`src/rtl/spi_pkg.sv`:
```
// Shared types and constants for the SPI transfer queue: FSM state encoding,
// default sizing, and the byte/config word widths.
package spi_pkg;

    localparam int DEPTH_DEFAULT   = 8;
    localparam int TIMEOUT_DEFAULT = 1024;
    localparam int BYTE_W          = 8;
    localparam int CFG_W           = 32;

    typedef enum logic [1:0] {
        ST_IDLE  = 2'd0,
        ST_START = 2'd1,
        ST_WAIT  = 2'd2
    } state_e;

endpackage

```
`src/rtl/spi_sync_fifo.sv`:
```
// Single-clock first-word-fall-through FIFO with occupancy output; pushes
// while full and pops while empty are dropped.
module spi_sync_fifo
    import spi_pkg::*;
#(
    parameter int WIDTH = BYTE_W,
    parameter int DEPTH = DEPTH_DEFAULT
) (
    input  logic                   clk,
    input  logic                   rst,
    input  logic                   push_i,
    input  logic [WIDTH-1:0]       push_data_i,
    input  logic                   pop_i,
    output logic [WIDTH-1:0]       pop_data_o,
    output logic                   full_o,
    output logic                   empty_o,
    output logic [$clog2(DEPTH):0] level_o
);
    localparam int AW = $clog2(DEPTH);

    logic [WIDTH-1:0] mem_q [DEPTH];
    logic [AW:0]      wr_q, wr_d;
    logic [AW:0]      rd_q, rd_d;
    logic             push_ok;
    logic             pop_ok;

    // Pointers carry one extra wrap bit so full and empty are distinguishable.
    assign empty_o    = (wr_q == rd_q);
    assign full_o     = (wr_q[AW] != rd_q[AW]) && (wr_q[AW-1:0] == rd_q[AW-1:0]);
    assign level_o    = wr_q - rd_q;
    assign pop_data_o = mem_q[rd_q[AW-1:0]];
    assign push_ok    = push_i && !full_o;
    assign pop_ok     = pop_i && !empty_o;
    assign wr_d       = push_ok ? wr_q + 1'b1 : wr_q;
    assign rd_d       = pop_ok ? rd_q + 1'b1 : rd_q;

    always_ff @(posedge clk) begin
        if (push_ok) begin
            mem_q[wr_q[AW-1:0]] <= push_data_i;
        end
    end

    always_ff @(posedge clk or negedge rst) begin
        if (!rst) begin
            wr_q <= '0;
            rd_q <= '0;
        end else begin
            wr_q <= wr_d;
            rd_q <= rd_d;
        end
    end

endmodule

```
`src/rtl/spi_xfer_queue.sv`:
```
// Queues host bytes for a byte-wide SPI core, launches one transfer at a time,
// and collects replies on rising edges of the core's completion signal.
module spi_xfer_queue
    import spi_pkg::*;
#(
    parameter int DEPTH       = DEPTH_DEFAULT,
    parameter int TIMEOUT_CYC = TIMEOUT_DEFAULT
) (
    input  logic                   clk,
    input  logic                   rst,
    input  logic [BYTE_W-1:0]      tx_data,
    input  logic                   tx_valid,
    output logic                   tx_ready,
    output logic [BYTE_W-1:0]      rx_data,
    output logic                   rx_valid,
    input  logic                   rx_ready,
    input  logic [CFG_W-1:0]       cfg_in,
    input  logic                   cfg_we,
    input  logic                   clr_err,
    output logic                   busy,
    output logic [$clog2(DEPTH):0] tx_level,
    output logic [$clog2(DEPTH):0] rx_level,
    output logic                   err_timeout,
    output logic                   err_cfg,
    output logic [CFG_W-1:0]       data_config,
    output logic                   trans_en,
    output logic [BYTE_W-1:0]      i_data_p,
    input  logic [BYTE_W-1:0]      o_data_p,
    input  logic                   interupt_request
);
    localparam int CW = (TIMEOUT_CYC > 2) ? $clog2(TIMEOUT_CYC) : 1;
    localparam logic [CW-1:0] CNT_LAST = CW'(TIMEOUT_CYC - 1);

    state_e            state_q, state_d;
    logic [CW-1:0]     cnt_q, cnt_d;
    logic [BYTE_W-1:0] data_q, data_d;
    logic [CFG_W-1:0]  cfg_q, cfg_d;
    logic              err_to_q, err_to_d;
    logic              err_cfg_q, err_cfg_d;
    logic              irq_prev_q;
    logic              irq_rise;
    logic              tx_full, tx_empty, rx_full, rx_empty;
    logic [BYTE_W-1:0] tx_head;
    logic              tx_pop, rx_push, set_to, set_cfg;

    spi_sync_fifo #(.WIDTH(BYTE_W), .DEPTH(DEPTH)) u_tx_fifo (
        .clk(clk), .rst(rst),
        .push_i(tx_valid && tx_ready), .push_data_i(tx_data),
        .pop_i(tx_pop), .pop_data_o(tx_head),
        .full_o(tx_full), .empty_o(tx_empty), .level_o(tx_level)
    );

    spi_sync_fifo #(.WIDTH(BYTE_W), .DEPTH(DEPTH)) u_rx_fifo (
        .clk(clk), .rst(rst),
        .push_i(rx_push), .push_data_i(o_data_p),
        .pop_i(rx_ready && rx_valid), .pop_data_o(rx_data),
        .full_o(rx_full), .empty_o(rx_empty), .level_o(rx_level)
    );

    assign tx_ready    = !tx_full;
    assign rx_valid    = !rx_empty;
    assign busy        = (state_q != ST_IDLE);
    assign trans_en    = (state_q == ST_START);
    assign i_data_p    = data_q;
    assign data_config = cfg_q;
    assign err_timeout = err_to_q;
    assign err_cfg     = err_cfg_q;
    // The edge register tracks the core line in every state, so a level that is
    // already high when WAIT begins can never look like a fresh completion.
    assign irq_rise    = interupt_request && !irq_prev_q;

    always_comb begin
        state_d = state_q;
        cnt_d   = cnt_q;
        data_d  = data_q;
        tx_pop  = 1'b0;
        rx_push = 1'b0;
        set_to  = 1'b0;
        case (state_q)
            ST_IDLE: begin
                // Only launch when the reply is guaranteed a slot in the RX queue.
                if (!tx_empty && !rx_full) begin
                    tx_pop  = 1'b1;
                    data_d  = tx_head;
                    state_d = ST_START;
                end
            end
            ST_START: begin
                cnt_d   = '0;
                state_d = ST_WAIT;
            end
            ST_WAIT: begin
                if (irq_rise) begin
                    rx_push = 1'b1;
                    state_d = ST_IDLE;
                end else if (cnt_q == CNT_LAST) begin
                    set_to  = 1'b1;
                    state_d = ST_IDLE;
                end else begin
                    cnt_d = cnt_q + 1'b1;
                end
            end
            default: state_d = ST_IDLE;
        endcase
    end

    always_comb begin
        cfg_d   = cfg_q;
        set_cfg = 1'b0;
        if (cfg_we) begin
            if (state_q == ST_IDLE) begin
                cfg_d = cfg_in;
            end else begin
                set_cfg = 1'b1;
            end
        end
        err_to_d  = set_to || (err_to_q && !clr_err);
        err_cfg_d = set_cfg || (err_cfg_q && !clr_err);
    end

    always_ff @(posedge clk or negedge rst) begin
        if (!rst) begin
            state_q    <= ST_IDLE;
            cnt_q      <= '0;
            data_q     <= '0;
            cfg_q      <= '0;
            err_to_q   <= 1'b0;
            err_cfg_q  <= 1'b0;
            irq_prev_q <= 1'b0;
        end else begin
            state_q    <= state_d;
            cnt_q      <= cnt_d;
            data_q     <= data_d;
            cfg_q      <= cfg_d;
            err_to_q   <= err_to_d;
            err_cfg_q  <= err_cfg_d;
            irq_prev_q <= interupt_request;
        end
    end

endmodule

```
`config.mk`:
```
export PLATFORM = sky130hd
export DESIGN_NAME = spi_xfer_queue
export DESIGN_NICKNAME = d
export VERILOG_FILES = /design/src/rtl/spi_pkg.sv /design/src/rtl/spi_sync_fifo.sv /design/src/rtl/spi_xfer_queue.sv
export SDC_FILE = /design/constraint.sdc
export NUM_CORES = 1
export LEC_CHECK = 0
export BUFFER_PORTS_ARGS = -buffer_cell sky130_fd_sc_hd__buf_2
export CAP_MARGIN = 20
export CORE_MARGIN = 2
export CORE_UTILIZATION = 48
export CTS_CLUSTER_DIAMETER = 150
export CTS_CLUSTER_SIZE = 12
export DETAILED_ROUTE_END_ITERATION = 10
export GPL_TIMING_DRIVEN = 0
export PLACE_DENSITY = 0.74
export SLEW_MARGIN = 20
export SYNTH_ARGS = -nofsm -noshare
export SYNTH_HDL_FRONTEND = slang
export SYNTH_SLANG_ARGS = --single-unit
export TNS_END_PERCENT = 30
```
`constraint.sdc`:
```
create_clock -name clk -period 6.9 [get_ports clk]
set_input_delay 0.345 -clock clk [delete_from_list [all_inputs] [get_ports clk]]
set_output_delay 0.345 -clock clk [all_outputs]
set_load 0.1 [all_outputs]
```
# Yosys cells after proc, flatten, opt, wreduce, memory -nomap -nowiden
# Memory sizes are Yosys's and may differ from the RTL's. A register that Yosys moved wholly into a read port is not among the register bits.
# Cells that the tools add are included.
[totals]
memories = 2
mem_bits_rw = 128
input_bits = 55
wordCells = 80
register_bits = 63
out_inout_bits = 62
[memory_table]
columns = ["name", "depth", "word_bits", "rd", "rd_ports_with_merged_regs", "write_ports", "line_no", "source"]
rows = [
  ["u_rx_fifo.mem_q", 8, 8, 1, 0, 1, "spi_sync_fifo.sv:21", "logic [WIDTH-1:0] mem_q [DEPTH];"],
  ["u_tx_fifo.mem_q", 8, 8, 1, 1, 1, "spi_sync_fifo.sv:21", ""],
]
[classes]
add_sub_neg = 7
n_mux = 20
eq_ne = 13
reduce_logical = 28
[op_table]
columns = ["operator", "count"]
rows = [
  ["$mux 10", 2],
  ["$pmux 10 s2", 1],
  ["$add 4x1->4 const B", 4],
  ["$mux 1", 13],
  ["$logic_and 1x1->1", 12],
  ["$add 10x1->10 const B", 1],
  ["$eq 10x10->1 const B", 1],
  ["$eq 4x4->1", 2],
  ["$sub 4x4->4", 2],
  ["$logic_not 1->1", 7],
  ["$eq 3x3->1", 2],
  ["$mux 2", 3],
  ["$ne 2x2->1 const B", 3],
  ["$pmux 2 s3", 1],
  ["$reduce_and 2->1", 3],
  ["$reduce_bool 2->1", 2],
  ["$ne 3x3->1 const B", 1],
  ["$reduce_and 3->1", 1],
  ["$eq 2x1->1 const B", 1],
  ["$eq 2x2->1 const B", 1],
  ["$logic_not 2->1", 1],
  ["$logic_or 1x1->1", 2],
  ["$ne 1x1->1", 2],
]

# Longest topological paths before layout
[logic_depth]
depth_word = 7
ltp_mapped = 10
ltp_nobuf = 7

# Modules after synthesis
# Synthesis repeated with hierarchy kept, for this count alone.
[hier_totals]
cells_unflattened = 519
hier_area_um2 = 8380.5
[modules_own_cells]
columns = ["module", "area_per_inst_um2", "instances", "cells_per_inst"]
rows = [
  ["spi_sync_fifo (u_rx_fifo)", 2992.9, 1, 167],
  ["spi_sync_fifo (u_tx_fifo)", 2990.4, 1, 167],
  ["spi_xfer_queue", 2397.3, 1, 185],
]

# Worst setup path before layout
# No wires, ideal clock.
[synth_timing]
path_kind = "register -> output"
start = "reg u_rx_fifo.rd_q[1]"
end = "out rx_level[3]"
path_slack_ns = 3.514
stages_incl_launch_ff = 8
arrival_time_ns = 3.041
cell_sequence = "dfrtp_1 > buf_2 > buf_1 > inv_1 > ha_1 > a21o_1 > a21oi_1 > xnor2_1"
[synth_via]
elab_chain_cells = 1
[synth_lines]
columns = ["item", "line_no", "source"]
rows = [
  ["start: declaration", "spi_sync_fifo.sv:23", "logic [AW:0] rd_q, rd_d;"],
  ["start signal: assignment", "spi_sync_fifo.sv:49", "rd_q <= rd_d;"],
  ["$sub 4x4->4", "spi_sync_fifo.sv:30", "assign level_o = wr_q - rd_q;"],
  ["end: declaration", "spi_xfer_queue.sv:22", "output logic [$clog2(DEPTH):0] rx_level,"],
]
# Every way passes these cells.

# Worst setup path in the final report
[layout_timing]
start = "reg u_rx_fifo.rd_q[2]"
end = "mem u_rx_fifo.mem_q[6][1] (netlist name) (enable)"
[layout_via]
elab_chain_cells = 6
[layout_lines]
columns = ["item", "line_no", "source"]
rows = [
  ["$eq 3x3->1", "spi_sync_fifo.sv:29", "assign full_o = (wr_q[AW] != rd_q[AW]) && (wr_q[AW-1:0] == rd_q[AW-1:0]);"],
  ["$logic_and 1x1->1", "spi_sync_fifo.sv:29", ""],
  ["$logic_not 1->1", "spi_sync_fifo.sv:32", "assign push_ok = push_i && !full_o;"],
  ["$logic_and 1x1->1", "spi_sync_fifo.sv:32", ""],
  ["$mux 1", "spi_sync_fifo.sv:38", "if (push_ok) begin"],
  ["$mux 1 (not written as such)", "spi_sync_fifo.sv:39", "mem_q[wr_q[AW-1:0]] <= push_data_i;"],
  ["end: declaration", "spi_sync_fifo.sv:21", ""],
]
# Every way passes these cells.

==> impl_metrics.csv <==
group,metric,value,unit
outcome,outcome,"finished clean",
yosys,ys_types,51,
die,die-area,0.01805,sq mm
clocking,htree_levels,4,
sta,finalSetupViolations,0,
sta,relSlewSlack,36.16,%
die,die-height,134.4,um
flow_run,drv_cap,0,
yosys,synth_nets,571,
placed_design,io_buffers,116,
placed_design,preCtsSetupSlack,3.212,ns
global_route,antenna_found_initial,0,
clocking,clk_pin_slew_worst_paths,0.07,ns
yosys,synth-edff-count,128,
clocking,cts_made_buffers,17,
sta,tns,0,ns
detailed_routing,post_drt_wl_per_cell,18.34,um
setup_path,cp_cell_sequence,"clkbuf_1, clkinv_1, ha_1, nand3_1, nor2_1, nor3b_4, nand2_1, nor2_1",
placed_design,routabilityCongestion,0.8495,
detailed_routing,viasPerCell,5.339,
clocking,cts_tree,"built",
setup_path,critPathMaxFanout,10,
die,rows,47,
placed_design,placed_cell_area,0.009129,sq mm
yosys,yosys.area.top_type,"edfxtp_1",
hold_path,holdPathEnd,"irq_prev_q",
detailed_routing,drtAntennaViolNets,0,
hold_path,min_path_type,"in -> reg",
setup_path,path_class,"reg -> reg",
setup_path,critPathLaunch,"u_rx_fifo.rd_q[2]",
cells_and_area,layout.nets,714,
yosys,synth-async-reset-ratio,35.68,%
global_route,grt_overflow,0,
setup_path,critPathCaptureType,"flop",
cells_and_area,syn_to_final_growth,18.87,%
clocking,root_buffer,"clkbuf_16",
hold_path,whs_path_depth,1,
clocking,cts_resized,0,
cells_and_area,fin_area,0.009697,sq mm
clocking,clockBufferDepth,2,
setup_path,reg2reg_from,"u_rx_fifo.rd_q[2]",
sta,hold_violations,0,
detailed_routing,first_pass_iters,4,
setup_path,critPathArrivalTime,3.74,ns
clocking,clk-insertion-delay-late,0.43,ns
global_route,grt_max_degree,47,
die,coreArea,0.01658,sq mm
placed_design,dp_hpwl,11160,um
sta,hold_slack,0.04690,ns
sta,tightest_slew,0.9540,ns
detailed_routing,drt_wl_total,16030,um
cells_and_area,drive_above_1_share,37.00,%
global_route,grt_pass1_vias,4922,
sta,fin_skew,0.008442,ns
die,start_util,49.19,%
die,io_pins,117,
cells_and_area,antennaDiodeCount,0,
sta,min_period,3.690,ns
yosys,avgSynthCellArea,16.35,sq um
yosys,yosysWarnings,0,
yosys,synth.top_cells.by_area,"edfxtp_1, dfrtp_1, mux4_2",
detailed_routing,vias,4666,
clocking,cts_sinks,199,
setup_path,max_stage_delay,0.67,ns
yosys,syn_area,0.008158,sq mm
setup_path,start_kind,"flop",
setup_path,crit_required,6.95,ns
yosys,ys_seq_area_share,68.90,%
sta,maxSlewViolCount,0,
yosys,syn_inst,499,
setup_path,timing.rr.end,"u_rx_fifo.mem_q[6][1]",
sta,rsz0062_at_grt,"no",
detailed_routing,drc_errors,0,
global_route,grt_pass1_wl,25750,um
setup_path,rr_worst_depth,8,
yosys,synth_top_area_share,47.12,%
setup_path,cp_slowest_cell,"nor2_1",
sta,period_share,53.47,%
sta,fmax,271.0,MHz
yosys,ys.flop_type,"edfxtp_1",
yosys,ys_ff_latch,199,
hold_path,worstHoldStart,"interupt_request",
die,die_x,134.4,um
setup_path,cpMostUsedCell,"nor2_1",
sta,setup_ws,3.210,ns
setup_path,r2r_slack,3.21,ns
detailed_routing,drt_iter0_markers,368,
global_route,grt.total_usage,18.89,%
## sequential cells by signal (all words and copies together), names as in the netlist
register	flops
err_timeout	1
cnt_q	10
u_rx_fifo.mem_q	64
u_tx_fifo.mem_q	64
err_cfg	1
i_data_p	8
data_config	32
u_tx_fifo.rd_q	4
u_rx_fifo.wr_q	4
u_rx_fifo.rd_q	4
u_tx_fifo.wr_q	4
state_q	2
irq_prev_q	1
## critical path: cells and delay by family (launching register included)
| family | cells | cell delay [ns] |
|---|---|---|
| and+or+nand+nor | 5 | 1.45 |
| buffers and inverters | 2 | 1.00 |
| adders and majority gates | 1 | 0.49 |
| DFF | 1 | 0.36 |
## metrics by stage
step / cells / utilization [%]
4_1_cts: 874 / 58.47
2_1_floorplan: 499 / -
3_5_place_dp: 842 / 55.05
6_report: 874 / 58.47
3_3_place_gp: 835 / 54.35
5_1_grt: 874 / 58.47
## Yosys cell counts (all sizes together), types with 5 or more instances
cell type and instances:
dfrtp 71, nand3 9, buf 14, nor3b 5
mux4 32, ha 15, nand2 60, nor2 11
a21oi 10, nor3 5, clkbuf 5, mux2 37
xnor2 11, xor2 6, mux2i 8, edfxtp 128
o21ai 12, inv 20
## cells in the final DEF (no fill, tap or decap), drive strengths merged, types with 2 or more instances in the layout
cell type  count
buf          137
a21oi         10
and2           2
xor2           6
nand3          9
nor3b          5
a31oi          2
ha            15
fa             2
mux2          37
and3           4
inv           27
clkinv         3
clkbuf        25
mux2i          8
nand2b         4
or3            2
edfxtp       128
nor2          11
nand2         60
xnor2         11
o21ai         12
nor3           5
mux4          32
a21o           2
nand4          4
dfrtp         71
## worst max-delay path by stage
stage / to / slack, ns / cells past startpoint
global placement: u_rx_fifo.mem_q[2][7] / 2.69 / 8
global route: u_rx_fifo.mem_q[1][0] / 3.00 / 8
finish: u_rx_fifo.mem_q[6][1] / 3.21 / 8
CTS: u_rx_fifo.mem_q[6][1] / 3.16 / 8
floorplan: rx_level[3] / 3.51 / 7
detailed placement: u_rx_fifo.mem_q[6][7] / 3.21 / 8
## kinds of logic (layout without fill, tap and decap cells)
group	after synthesis	count (layout)	share of synthesized area [%]
fa+ha+maj	17	17	2.791
mux	77	77	14.97
simple gates	112	112	6.472
compound gates	37	37	2.807
flops	199	199	68.90
buf+inv	40	195	2.147
xor+xnor	17	17	1.917
## per-layer routing
| layer | track usage (%) | wire length [um] |
|---|---|---|
| met5 | 0 | 0 |
| met4 | 5.965 | 213 |
| met3 | 4.535 | 846 |
| met2 | 32.23 | 8301 |
| met1 | 24.07 | 6667 |
## what timing repair did
action | 4_1_cts | 5_1_grt
hold endpoints to repair | 25 | 0
hold buffers | 1 | 0
setup buffers | 0 | 0
## layout make-up
type / count / area (sq um)
repair buffers: 124 / 665.6
flip-flops and latches: 199 / 5620
inverters: 21 / 78.83
plain buffers: 19 / 96.34
clock inverters: 11 / 111.4
multi-input cells: 260 / 2402
fillers: 1276 / 6887
well taps: 220 / 275.3
clock buffers: 20 / 446.7
Power is left out: the tool's default activity adds up to more than one toggle a clock period on the data nets, which glitch-free logic cannot reach.
